**src/rtl/ps2_host_tx_pkg.sv**
```systemverilog
// Shared SPAM bus widths, keyboard-controller device id, host-tx FSM states and
// status register bit positions for the PS/2 host-to-device command path.
package ps2_host_tx_pkg;

  localparam int SPAM_DID_HI  = 3;
  localparam int SPAM_ADDR_HI = 23;
  localparam int SPAM_DATA_HI = 31;

  localparam logic [SPAM_DID_HI:0] SPAM_DID_KBDCTL = 4'h5;

  // Status read word layout; every bit above ST_OVR reads as zero.
  localparam int ST_CMD_LSB = 0;
  localparam int ST_BUSY    = 8;
  localparam int ST_ACKED   = 9;
  localparam int ST_ERR     = 10;
  localparam int ST_OVR     = 11;

  // Falls seen in SHIFT are numbered from 1; the last one releases data (stop).
  localparam logic [3:0] LAST_SHIFT = 4'd9;

  typedef enum logic [2:0] {
    S_IDLE    = 3'd0,
    S_INHIBIT = 3'd1,
    S_RTS     = 3'd2,
    S_SHIFT   = 3'd3,
    S_ACK     = 3'd4,
    S_WAITHI  = 3'd5
  } tx_state_e;

  function automatic logic odd_parity(input logic [7:0] b);
    return ~^b;
  endfunction

endpackage

```
**src/rtl/ps2_pin_sync.sv**
```systemverilog
// Two-flop synchronizer for the raw PS/2 clock and data pins, plus a registered
// one-cycle pulse marking each synchronized 1->0 edge of the clock.
module ps2_pin_sync (
  input  logic cclk,
  input  logic cclk_rst_b,
  input  logic ps2clk,
  input  logic ps2data,
  output logic clk_s,
  output logic data_s,
  output logic clk_fall
);

  logic [1:0] clk_ff;
  logic [1:0] data_ff;
  logic       fall_q;

  // Lines idle high, so reset to 1 to avoid a phantom edge on release.
  always_ff @(posedge cclk or negedge cclk_rst_b) begin
    if (!cclk_rst_b) begin
      clk_ff  <= 2'b11;
      data_ff <= 2'b11;
      fall_q  <= 1'b0;
    end else begin
      clk_ff  <= {clk_ff[0], ps2clk};
      data_ff <= {data_ff[0], ps2data};
      fall_q  <= clk_ff[1] & ~clk_ff[0];
    end
  end

  assign clk_s    = clk_ff[1];
  assign data_s   = data_ff[1];
  assign clk_fall = fall_q;

endmodule

```
**src/rtl/ps2_host_tx.sv**
```systemverilog
// PS/2 host-to-device command sender: takes a command byte over SPAM, inhibits
// the bus, requests to send, shifts the frame out on device clocks, checks ack.
module ps2_host_tx
  import ps2_host_tx_pkg::*;
#(
  parameter logic [SPAM_ADDR_HI:0] SPAM_ADDRPFX  = 24'h000000,
  parameter logic [SPAM_ADDR_HI:0] SPAM_ADDRMASK = 24'h000000,
  parameter int                    INHIBIT_CYCLES = 5000,
  parameter int                    TIMEOUT_CYCLES = 750000
) (
  input  logic                    cclk,
  input  logic                    cclk_rst_b,
  input  logic                    spamo_valid,
  input  logic                    spamo_r_nw,
  input  logic [SPAM_DID_HI:0]    spamo_did,
  input  logic [SPAM_ADDR_HI:0]   spamo_addr,
  input  logic [SPAM_DATA_HI:0]   spamo_data,
  input  logic                    ps2clk,
  input  logic                    ps2data,
  output logic                    ps2clk_low,
  output logic                    ps2data_low,
  output logic                    tx_active,
  output logic                    ps2tx__spami_busy_b,
  output logic [SPAM_DATA_HI:0]   ps2tx__spami_data
);

  localparam int CNT_MAX = (INHIBIT_CYCLES > TIMEOUT_CYCLES) ? INHIBIT_CYCLES : TIMEOUT_CYCLES;
  localparam int CNT_W   = $clog2(CNT_MAX + 1);
  localparam logic [CNT_W-1:0] INH_LAST = CNT_W'(INHIBIT_CYCLES - 1);
  localparam logic [CNT_W-1:0] TMO_LAST = CNT_W'(TIMEOUT_CYCLES - 1);

  logic clk_s, data_s, clk_fall;

  ps2_pin_sync u_sync (
    .cclk       (cclk),
    .cclk_rst_b (cclk_rst_b),
    .ps2clk     (ps2clk),
    .ps2data    (ps2data),
    .clk_s      (clk_s),
    .data_s     (data_s),
    .clk_fall   (clk_fall)
  );

  // SPAM handshake: a request is one cycle of spamo_valid with did/addr/data
  // stable in that cycle; each decoded request gets exactly one response cycle
  // on the next cycle with busy_b=1 and data = status (read) or 0 (write).
  // Outside a response cycle busy_b and data are both 0.
  logic spam_hit, rd_hit, wr_hit, wr_accept;
  logic unused_data;

  assign spam_hit  = spamo_valid && (spamo_did == SPAM_DID_KBDCTL) &&
                     ((spamo_addr & SPAM_ADDRMASK) == SPAM_ADDRPFX);
  assign rd_hit    = spam_hit && spamo_r_nw;
  assign wr_hit    = spam_hit && !spamo_r_nw;
  assign unused_data = ^spamo_data[SPAM_DATA_HI:8];

  tx_state_e         state_q, state_d;
  logic [CNT_W-1:0]  cnt_q, cnt_d;
  logic [3:0]        bit_cnt_q, bit_cnt_d;
  logic [8:0]        frame_q;
  logic [7:0]        cmd_q;
  logic              acked_q, err_q, ovr_q;
  logic              shift_en, ack_evt, err_evt, tmo_hit;

  assign wr_accept = wr_hit && (state_q == S_IDLE);
  assign tmo_hit   = (cnt_q == TMO_LAST);

  // cnt_q times INHIBIT and, in the device-clocked states, the gap since the
  // last falling clock edge; each fall reloads it.
  always_comb begin
    state_d   = state_q;
    cnt_d     = cnt_q;
    bit_cnt_d = bit_cnt_q;
    shift_en  = 1'b0;
    ack_evt   = 1'b0;
    err_evt   = 1'b0;
    case (state_q)
      S_IDLE: begin
        if (wr_accept) begin
          state_d   = S_INHIBIT;
          cnt_d     = '0;
          bit_cnt_d = '0;
        end
      end
      S_INHIBIT: begin
        if (cnt_q == INH_LAST) begin
          state_d = S_RTS;
          cnt_d   = '0;
        end else begin
          cnt_d = cnt_q + 1'b1;
        end
      end
      S_RTS: begin
        if (clk_fall) begin
          state_d   = S_SHIFT;
          bit_cnt_d = 4'd1;
          cnt_d     = '0;
        end else if (tmo_hit) begin
          state_d = S_IDLE;
          err_evt = 1'b1;
        end else begin
          cnt_d = cnt_q + 1'b1;
        end
      end
      S_SHIFT: begin
        if (clk_fall) begin
          cnt_d = '0;
          if (bit_cnt_q == LAST_SHIFT) begin
            state_d = S_ACK;
          end else begin
            bit_cnt_d = bit_cnt_q + 1'b1;
            shift_en  = 1'b1;
          end
        end else if (tmo_hit) begin
          state_d = S_IDLE;
          err_evt = 1'b1;
        end else begin
          cnt_d = cnt_q + 1'b1;
        end
      end
      S_ACK: begin
        if (clk_fall) begin
          cnt_d   = '0;
          state_d = S_WAITHI;
          if (data_s) err_evt = 1'b1;
          else        ack_evt = 1'b1;
        end else if (tmo_hit) begin
          state_d = S_IDLE;
          err_evt = 1'b1;
        end else begin
          cnt_d = cnt_q + 1'b1;
        end
      end
      S_WAITHI: begin
        if (clk_s && data_s) begin
          state_d = S_IDLE;
        end else if (clk_fall) begin
          cnt_d = '0;
        end else if (tmo_hit) begin
          state_d = S_IDLE;
          err_evt = 1'b1;
        end else begin
          cnt_d = cnt_q + 1'b1;
        end
      end
      default: state_d = S_IDLE;
    endcase
  end

  always_ff @(posedge cclk or negedge cclk_rst_b) begin
    if (!cclk_rst_b) begin
      state_q   <= S_IDLE;
      cnt_q     <= '0;
      bit_cnt_q <= '0;
    end else begin
      state_q   <= state_d;
      cnt_q     <= cnt_d;
      bit_cnt_q <= bit_cnt_d;
    end
  end

  // frame_q[0] is the bit currently presented; it holds {parity, cmd} at load.
  always_ff @(posedge cclk or negedge cclk_rst_b) begin
    if (!cclk_rst_b) begin
      cmd_q   <= '0;
      frame_q <= '0;
      acked_q <= 1'b0;
      err_q   <= 1'b0;
      ovr_q   <= 1'b0;
    end else begin
      if (wr_accept) begin
        cmd_q   <= spamo_data[7:0];
        frame_q <= {odd_parity(spamo_data[7:0]), spamo_data[7:0]};
      end else if (shift_en) begin
        frame_q <= {1'b0, frame_q[8:1]};
      end
      acked_q <= ack_evt | (acked_q & ~wr_accept);
      // A read samples the old flags; an error raised in that same cycle survives.
      err_q   <= err_evt | (err_q & ~rd_hit);
      ovr_q   <= (wr_hit & ~wr_accept) | (ovr_q & ~rd_hit);
    end
  end

  logic [SPAM_DATA_HI:0] status;

  always_comb begin
    status                          = '0;
    status[ST_CMD_LSB +: 8]         = cmd_q;
    status[ST_BUSY]                 = (state_q != S_IDLE);
    status[ST_ACKED]                = acked_q;
    status[ST_ERR]                  = err_q;
    status[ST_OVR]                  = ovr_q;
  end

  always_ff @(posedge cclk or negedge cclk_rst_b) begin
    if (!cclk_rst_b) begin
      ps2tx__spami_busy_b <= 1'b0;
      ps2tx__spami_data   <= '0;
    end else begin
      ps2tx__spami_busy_b <= spam_hit;
      ps2tx__spami_data   <= rd_hit ? status : '0;
    end
  end

  always_comb begin
    ps2clk_low  = 1'b0;
    ps2data_low = 1'b0;
    case (state_q)
      S_INHIBIT: ps2clk_low  = 1'b1;
      S_RTS:     ps2data_low = 1'b1;
      S_SHIFT:   ps2data_low = ~frame_q[0];
      default:   ;
    endcase
  end

  assign tx_active = (state_q != S_IDLE);

endmodule

```
**config.mk**
```make
export PLATFORM = sky130hd
export DESIGN_NAME = ps2_host_tx
export DESIGN_NICKNAME = d
export VERILOG_FILES = /design/src/rtl/ps2_host_tx_pkg.sv /design/src/rtl/ps2_pin_sync.sv /design/src/rtl/ps2_host_tx.sv
export SDC_FILE = /design/constraint.sdc
export NUM_CORES = 1
export LEC_CHECK = 0
export ABC_AREA = 1
export CAP_MARGIN = 20
export CORE_ASPECT_RATIO = 0.8
export CORE_UTILIZATION = 62
export CTS_CLUSTER_SIZE = 28
export DETAILED_ROUTE_END_ITERATION = 6
export DONT_BUFFER_PORTS = 1
export PLACE_DENSITY = 0.78
export RECOVER_POWER = 25
export REMOVE_ABC_BUFFERS = 1
export SYNTH_ARGS = -nofsm -noshare
export SYNTH_HDL_FRONTEND = slang
export SYNTH_SLANG_ARGS = --single-unit
```
**constraint.sdc**
```tcl
create_clock -name cclk -period 4.7 [get_ports cclk]
set_input_delay 0.47 -clock cclk [delete_from_list [all_inputs] [get_ports cclk]]
set_output_delay 0.47 -clock cclk [all_outputs]
set_load 0.005 [all_outputs]
```
==> impl_metrics.env, run 1 <==
export IMPL_slowest_stage="dfrtp_1"
export IMPL_rsz0062_at_grt="no"
export IMPL_routed_via_density=5.46
export IMPL_nets=586
export IMPL_clock_latency_ns=0.36
export IMPL_tritoncts="yes"
export IMPL_hpwl_mm=5.76
export IMPL_nFillCells=517
export IMPL_rr_startpoint="state_q[2]"
export IMPL_worstMarginPinSlew_ns=0.537
export IMPL_antenna_left=0
export IMPL_reg2reg_depth=8
export IMPL_switchingPower_mw=0.699
export IMPL_hold_viol=0
export IMPL_port_buffers=0
export IMPL_grt_ovfl_total=0
export IMPL_num_rows=25
export IMPL_setup_viol=0
export IMPL_tns_ns=0
export IMPL_clockBufferDepth=2
export IMPL_yosys_warnings=0
export IMPL_syn_mean_instance_area_um2=7.49
export IMPL_r2r_end="cnt_q[4]"
export IMPL_routabilityCongestion=0.911
export IMPL_diodes=0
export IMPL_vdd_drop_max_mv=0.392
export IMPL_status="complete, no violations"
export IMPL_first_pass_iters=6
export IMPL_finalCritPeriodShare=0.473
export IMPL_routedWlPerCell_um=13.6
export IMPL_worstSetupPathType="flip-flop to flip-flop"
export IMPL_drt_iter0_markers=297
export IMPL_cp_cell_sequence="inv_1, ha_1, nor2_1, nand2_2, nand2_4, inv_2, nand2_1, and2_1"
export IMPL_r2r_setup_slack_ns=2.48
export IMPL_maxSlewViolCount=0
export IMPL_internal_power_mw=1.13
export IMPL_yosysUniqueCellTypes=35
export IMPL_crit_path_start_kind="flip-flop"
export IMPL_antenna_found_initial=0
export IMPL_cp_end_kind="flip-flop"
export IMPL_min_path_type="primary input to flip-flop"
export IMPL_ys_async_sr_fraction=1.00
export IMPL_cp_endpoint="cnt_q[4]"
export IMPL_period_needed_ns=2.22
export IMPL_placed_area_um2=3790
export IMPL_grt_total_usage=0.269
export IMPL_relSlewSlack=0.641
export IMPL_fin_area_um2=4050
export IMPL_synth_area_top_cells="dfrtp_1, nand2_1, inv_1"
export IMPL_grt_max_degree=66
export IMPL_cellPowerDensity_nw_per_um2=452
export IMPL_max_stage_delay_ns=0.60
export IMPL_grt_pass1_wl_mm=13.8
export IMPL_numClockSinks=65
export IMPL_core_area_um2=5940
export IMPL_maxCapViolCount=0
export IMPL_dieWidth_um=90.0
export IMPL_hp_start="ps2clk"
export IMPL_ys_seq_area_frac=0.425
export IMPL_htreeDepth=3
export IMPL_cts_buffers=9
export IMPL_ys_ff_latch=65
export IMPL_cp_max_fo=20
export IMPL_combPwrFrac=0.298
export IMPL_pwr_share_clk=0.299
export IMPL_path_delay_family="simple AND/OR/NAND/NOR gates"
export IMPL_synth_top_cell_area_share=0.397
export IMPL_timing_critical_path_buf_inv=2
export IMPL_die_h_um=72.4
export IMPL_cp_num_cells=8
export IMPL_skew_ns=0.0153
export IMPL_ioPinCount=102
export IMPL_pwr_share_seq=0.403
export IMPL_fmax_mhz=450
export IMPL_post_route_drc_count=0
export IMPL_cts_setup_buffers=0
export IMPL_crit_path_start="state_q[2]"
export IMPL_clk_pin_slew_ns=0.09
export IMPL_cp_arrival_ns=2.48
export IMPL_p_leak_nw=2.10
export IMPL_swShare=0.381
export IMPL_drive_gt1_frac=0.0867
export IMPL_vias=3275
export IMPL_root_buffer="clkbuf_8"
export IMPL_synth_cells=513
export IMPL_finalWirelength_mm=8.17
export IMPL_required_ns=4.96
export IMPL_syn_to_final_growth_pct=5.47
export IMPL_die_area_um2=6520
export IMPL_synth_edf_count=0
export IMPL_grt_pass1_vias=2966
export IMPL_netlist_area_um2=3840
export IMPL_synth_ff_type="dfrtp_1"
export IMPL_synth_largest_area_cell="dfrtp_1"
export IMPL_start_util=0.647
export IMPL_hold_ws_ns=0.101
==> repair_timing <==
item	4_1_cts	5_1_grt
hold endpoints to repair	65	0
gates resized for setup	0	0
hold buffers	2	0
==> routing by layer <==
metal	global-route usage	wire [um]	up-vias
li1	-	-	1583
met1	0.388	3950	1526
met2	0.404	3480	140
met3	0.0660	581	26
met4	0.0842	165	0
met5	0	0	-
==> power groups by stage <==
stage          combinational [mW]  sequential [mW]  clock, mW
3_5_place_dp                0.520            0.749          0
3_3_place_gp                0.507            0.743          0
4_1_cts                     0.538            0.738      0.552
6_report                    0.547            0.738      0.548
5_1_grt                     0.620            0.752      0.570
2_1_floorplan               0.405            0.730          0
==> cells in the final DEF, fill, tap and decap left out, types with 2 or more instances in the layout <==
master and instances:
nor3_1 7, clkinv_4 4, dfrtp_1 61, a21oi_4 2
nor2_1 51, nor2_4 2, nand2_1 146, dfstp_2 4
xor2_1 5, o21ai_1 4, clkbuf_8 9, and2_1 4
o21ai_0 22, nand3_1 38, inv_1 66, xnor2_1 6
o22ai_1 2, bufinv_16 2, o21bai_1 3, o221ai_1 7
a21oi_1 7, nand4_1 17, nand2_2 7, inv_2 6
ha_1 6, conb_1 20
==> stage by stage <==
stage / utilization / setup WS (ns) / instances / total power, mW
after floorplan: - / 2.90 / 501 / 1.13
after global placement: 0.639 / 2.56 / 582 / 1.25
after detailed placement: 0.639 / 2.52 / 582 / 1.27
after CTS: 0.683 / 2.52 / 600 / 1.83
after global routing: 0.682 / 2.25 / 600 / 1.94
final: 0.682 / 2.48 / 600 / 1.83
==> cells by family (layout without fill, tap and decap cells) <==
kind of cell    Yosys count  in the layout  synth area share
flops                    65             65             0.425
simple gates            278            278             0.322
fa+ha+maj                 6              6            0.0195
compound gates           48             48            0.0785
other cells               1             20          0.000976
buf+inv                 104             91             0.129
xor+xnor                 11             11            0.0251
==> sequential cells by signal (all words and copies together) (netlist names), 2 cells and up <==
register	cells
bit_cnt_q	4
cmd_q	8
cnt_q	20
frame_q	9
ps2tx__spami_data	12
state_q	3
u_sync.clk_ff	2
u_sync.data_ff	2
==> Yosys cell counts (all sizes together) (7+ instances only) <==
cell / instances
nor2: 54
o21ai: 26
nand2: 154
dfrtp: 61
inv: 73
buf: 29
nand3: 40
o221ai: 7
nand4: 17
nor3: 8
a21oi: 9
==> worst min path at each step <==
stage          cells after the start              endpoint  slack, ns
3_3_place_gp                       0  ps2tx__spami_data[8]       0.18
2_1_floorplan                      0               acked_q       0.17
4_1_cts                            0      u_sync.clk_ff[0]        0.1
6_report                           0      u_sync.clk_ff[0]       0.10
5_1_grt                            0      u_sync.clk_ff[0]       0.09
3_5_place_dp                       0          bit_cnt_q[0]       0.18
==> layout make-up <==
cell class,count,area (um^2),share of cell area
clock buffers,9,124,0.0306
clock inverters,7,104,0.0256
inverters,73,277,0.0682
multi-input cells,363,1780,0.439
flip-flops and latches,65,1630,0.403
well taps,81,101,0.0250
repair buffers,2,37.5,0.00926
No activity file was read; power rests on OpenSTA's default activity.
==> inputs of run 2 (changes only) <==
--- a/config.mk
+++ b/config.mk
@@ -8,11 +8,11 @@
 export ABC_AREA = 1
 export CAP_MARGIN = 20
 export CORE_ASPECT_RATIO = 0.8
-export CORE_UTILIZATION = 62
+export CORE_UTILIZATION = 58
 export CTS_CLUSTER_SIZE = 28
 export DETAILED_ROUTE_END_ITERATION = 6
 export DONT_BUFFER_PORTS = 1
-export PLACE_DENSITY = 0.78
+export PLACE_DENSITY = 0.76
 export RECOVER_POWER = 25
 export REMOVE_ABC_BUFFERS = 1
 export SYNTH_ARGS = -nofsm -noshare
==> constraint.sdc (replaced) <==
create_clock -name cclk -period 1.9 [get_ports cclk]
set_input_delay 0.19 -clock cclk [delete_from_list [all_inputs] [get_ports cclk]]
set_output_delay 0.19 -clock cclk [all_outputs]
set_load 0.005 [all_outputs]
==> impl_metrics.env, run 2 (synthesis gave the netlist of run 1 again) <==
export IMPL_status="complete, no violations"
export IMPL_routedWlPerCell_um=14.1
export IMPL_relSlewSlack=0.403
export IMPL_worstMarginPinSlew_ns=0.895
export IMPL_required_ns=2.14
export IMPL_hold_viol=0
export IMPL_finalWirelength_mm=8.88
export IMPL_hpwl_mm=6.27
export IMPL_min_to="frame_q[1]"
export IMPL_maxCapViolCount=0
export IMPL_maxSlewViolCount=0
export IMPL_grt_util_met2=0.418
export IMPL_final_common_cell="nand2_1"
export IMPL_port_buffers=0
export IMPL_nFillCells=522
export IMPL_fin_cells=631
export IMPL_crit_path_start_kind="flip-flop"
export IMPL_dp_cells=604
export IMPL_cp_end_kind="flip-flop"
export IMPL_use_met3=0.0525
export IMPL_antenna_left=0
export IMPL_skew_ns=0.0101
export IMPL_syn_to_final_growth_pct=10.9
export IMPL_drive_gt1_frac=0.124
export IMPL_ioPinCount=102
export IMPL_die_area_um2=6960
export IMPL_cellPowerDensity_nw_per_um2=1070
export IMPL_reg_top3="cnt_q: 20 flops, ps2tx__spami_data: 12 flops, frame_q: 9 flops"
export IMPL_clock_latency_ns=0.35
export IMPL_p_leak_nw=2.20
export IMPL_largest_reg_flops=20
export IMPL_grt_total_usage=0.277
export IMPL_first_pass_iters=5
export IMPL_grt_busiest_layer="met2"
export IMPL_largest_register="cnt_q"
export IMPL_cp_max_fo=15
export IMPL_antenna_found_initial=0
export IMPL_start_util=0.600
export IMPL_r2r_setup_slack_ns=0.12
export IMPL_min_path_type="primary input to flip-flop"
export IMPL_worstSetupPathType="flip-flop to flip-flop"
export IMPL_post_route_drc_count=0
export IMPL_vdd_drop_max_mv=0.649
export IMPL_min_path_cells=2
export IMPL_grt_max_degree=66
export IMPL_cts_setup_buffers=0
export IMPL_cp_arrival_ns=2.02
export IMPL_cts_buffers=9
export IMPL_drt_iter0_markers=273
export IMPL_clk_pin_slew_ns=0.08
export IMPL_diodes=0
export IMPL_period_needed_ns=1.78
export IMPL_grt_ovfl_total=0
export IMPL_numClockSinks=65
export IMPL_tns_ns=0
export IMPL_dieWidth_um=93
export IMPL_grt_pass1_vias=3053
export IMPL_reg2reg_depth=10
export IMPL_use_met1=0.410
export IMPL_fmax_mhz=563
export IMPL_core_area_um2=6410
export IMPL_hp_start="spamo_data[1]"
export IMPL_grt_pass1_wl_mm=14.7
export IMPL_routabilityCongestion=0.880
export IMPL_finalCritPeriodShare=0.935
export IMPL_tritoncts="yes"
export IMPL_rr_startpoint="cnt_q[1]"
export IMPL_layout_common_cells="nand2_1, inv_1, dfrtp_1, nor2_1, nand3_1"
export IMPL_rsz0062_at_grt="no"
export IMPL_root_buffer="clkbuf_8"
export IMPL_die_h_um=74.8
export IMPL_nets=614
export IMPL_vias=3328
export IMPL_routed_via_density=5.27
export IMPL_clockBufferDepth=2
export IMPL_htreeDepth=3
export IMPL_setup_viol=0
export IMPL_num_rows=26
export IMPL_r2r_end="cnt_q[4]"
-- run 2: stage by stage --
step / cell area [um^2] / setup WS, ns / power [mW] / hold WS (ns) / utilization
3_5_place_dp: 3950 / 0.0753 / 3.37 / -0.104 / 0.617
2_1_floorplan: 3690 / 0.100 / 2.81 / -0.106 / -
3_3_place_gp: 3950 / 0.0858 / 3.31 / -0.104 / 0.617
4_1_cts: 4270 / 0.0576 / 4.54 / 0.0223 / 0.666
6_report: 4260 / 0.124 / 4.54 / 0.0365 / 0.665
5_1_grt: 4260 / 0.00743 / 4.85 / 0.0490 / 0.665
-- run 2: worst max-delay path by stage --
stage,from,end,cells after the start
after global placement,cnt_q[1],cnt_q[2],9
after CTS,cnt_q[1],cnt_q[2],9
final,cnt_q[1],cnt_q[4],10
after detailed placement,cnt_q[1],cnt_q[6],9
after global routing,state_q[1],bit_cnt_q[2],6
after floorplan,state_q[2],cnt_q[2],8
-- run 2: area by class of cell --
| class | instances | area [um^2] | share of cell area |
|---|---|---|---|
| Sequential cell | 65 | 1630 | 0.383 |
| Clock inverter | 7 | 61.3 | 0.0144 |
| Tap cell | 84 | 105 | 0.0247 |
| Inverter | 73 | 279 | 0.0655 |
| Clock buffer | 9 | 124 | 0.0291 |
| Multi-Input combinational cell | 363 | 1800 | 0.422 |
| Timing Repair Buffer | 30 | 263 | 0.0617 |
-- run 2: what timing repair did --
action,4_1_cts,5_1_grt
endpoints found under the hold margin,79,0
setup endpoints to repair,0,9
resized for setup,0,6
hold buffers,11,0
-- run 2: power by group --
| part | internal [mW] | switching (mW) |
|---|---|---|
| Combinational | 0.569 | 1.05 |
| Sequential | 1.66 | 0.154 |
| Clock | 0.500 | 0.615 |
-- run 2: worst max-delay path: stages, from the launching register on --
cell,delay [ns]
dfrtp_1,0.39
ha_2,0.22
nand2_2,0.10
nor2_4,0.15
nand3_1,0.10
nor2_1,0.14
nand2_2,0.09
nand2_4,0.09
buf_12,0.14
o21ai_0,0.09
and2_1,0.14
-- run 2: layer usage --
metal	up-vias	share of wire	wire, um
met5	-	0	0
met4	0	0.013	114
met3	13	0.075	665
met2	127	0.44	3880
met1	1553	0.47	4220
li1	1635	-	-
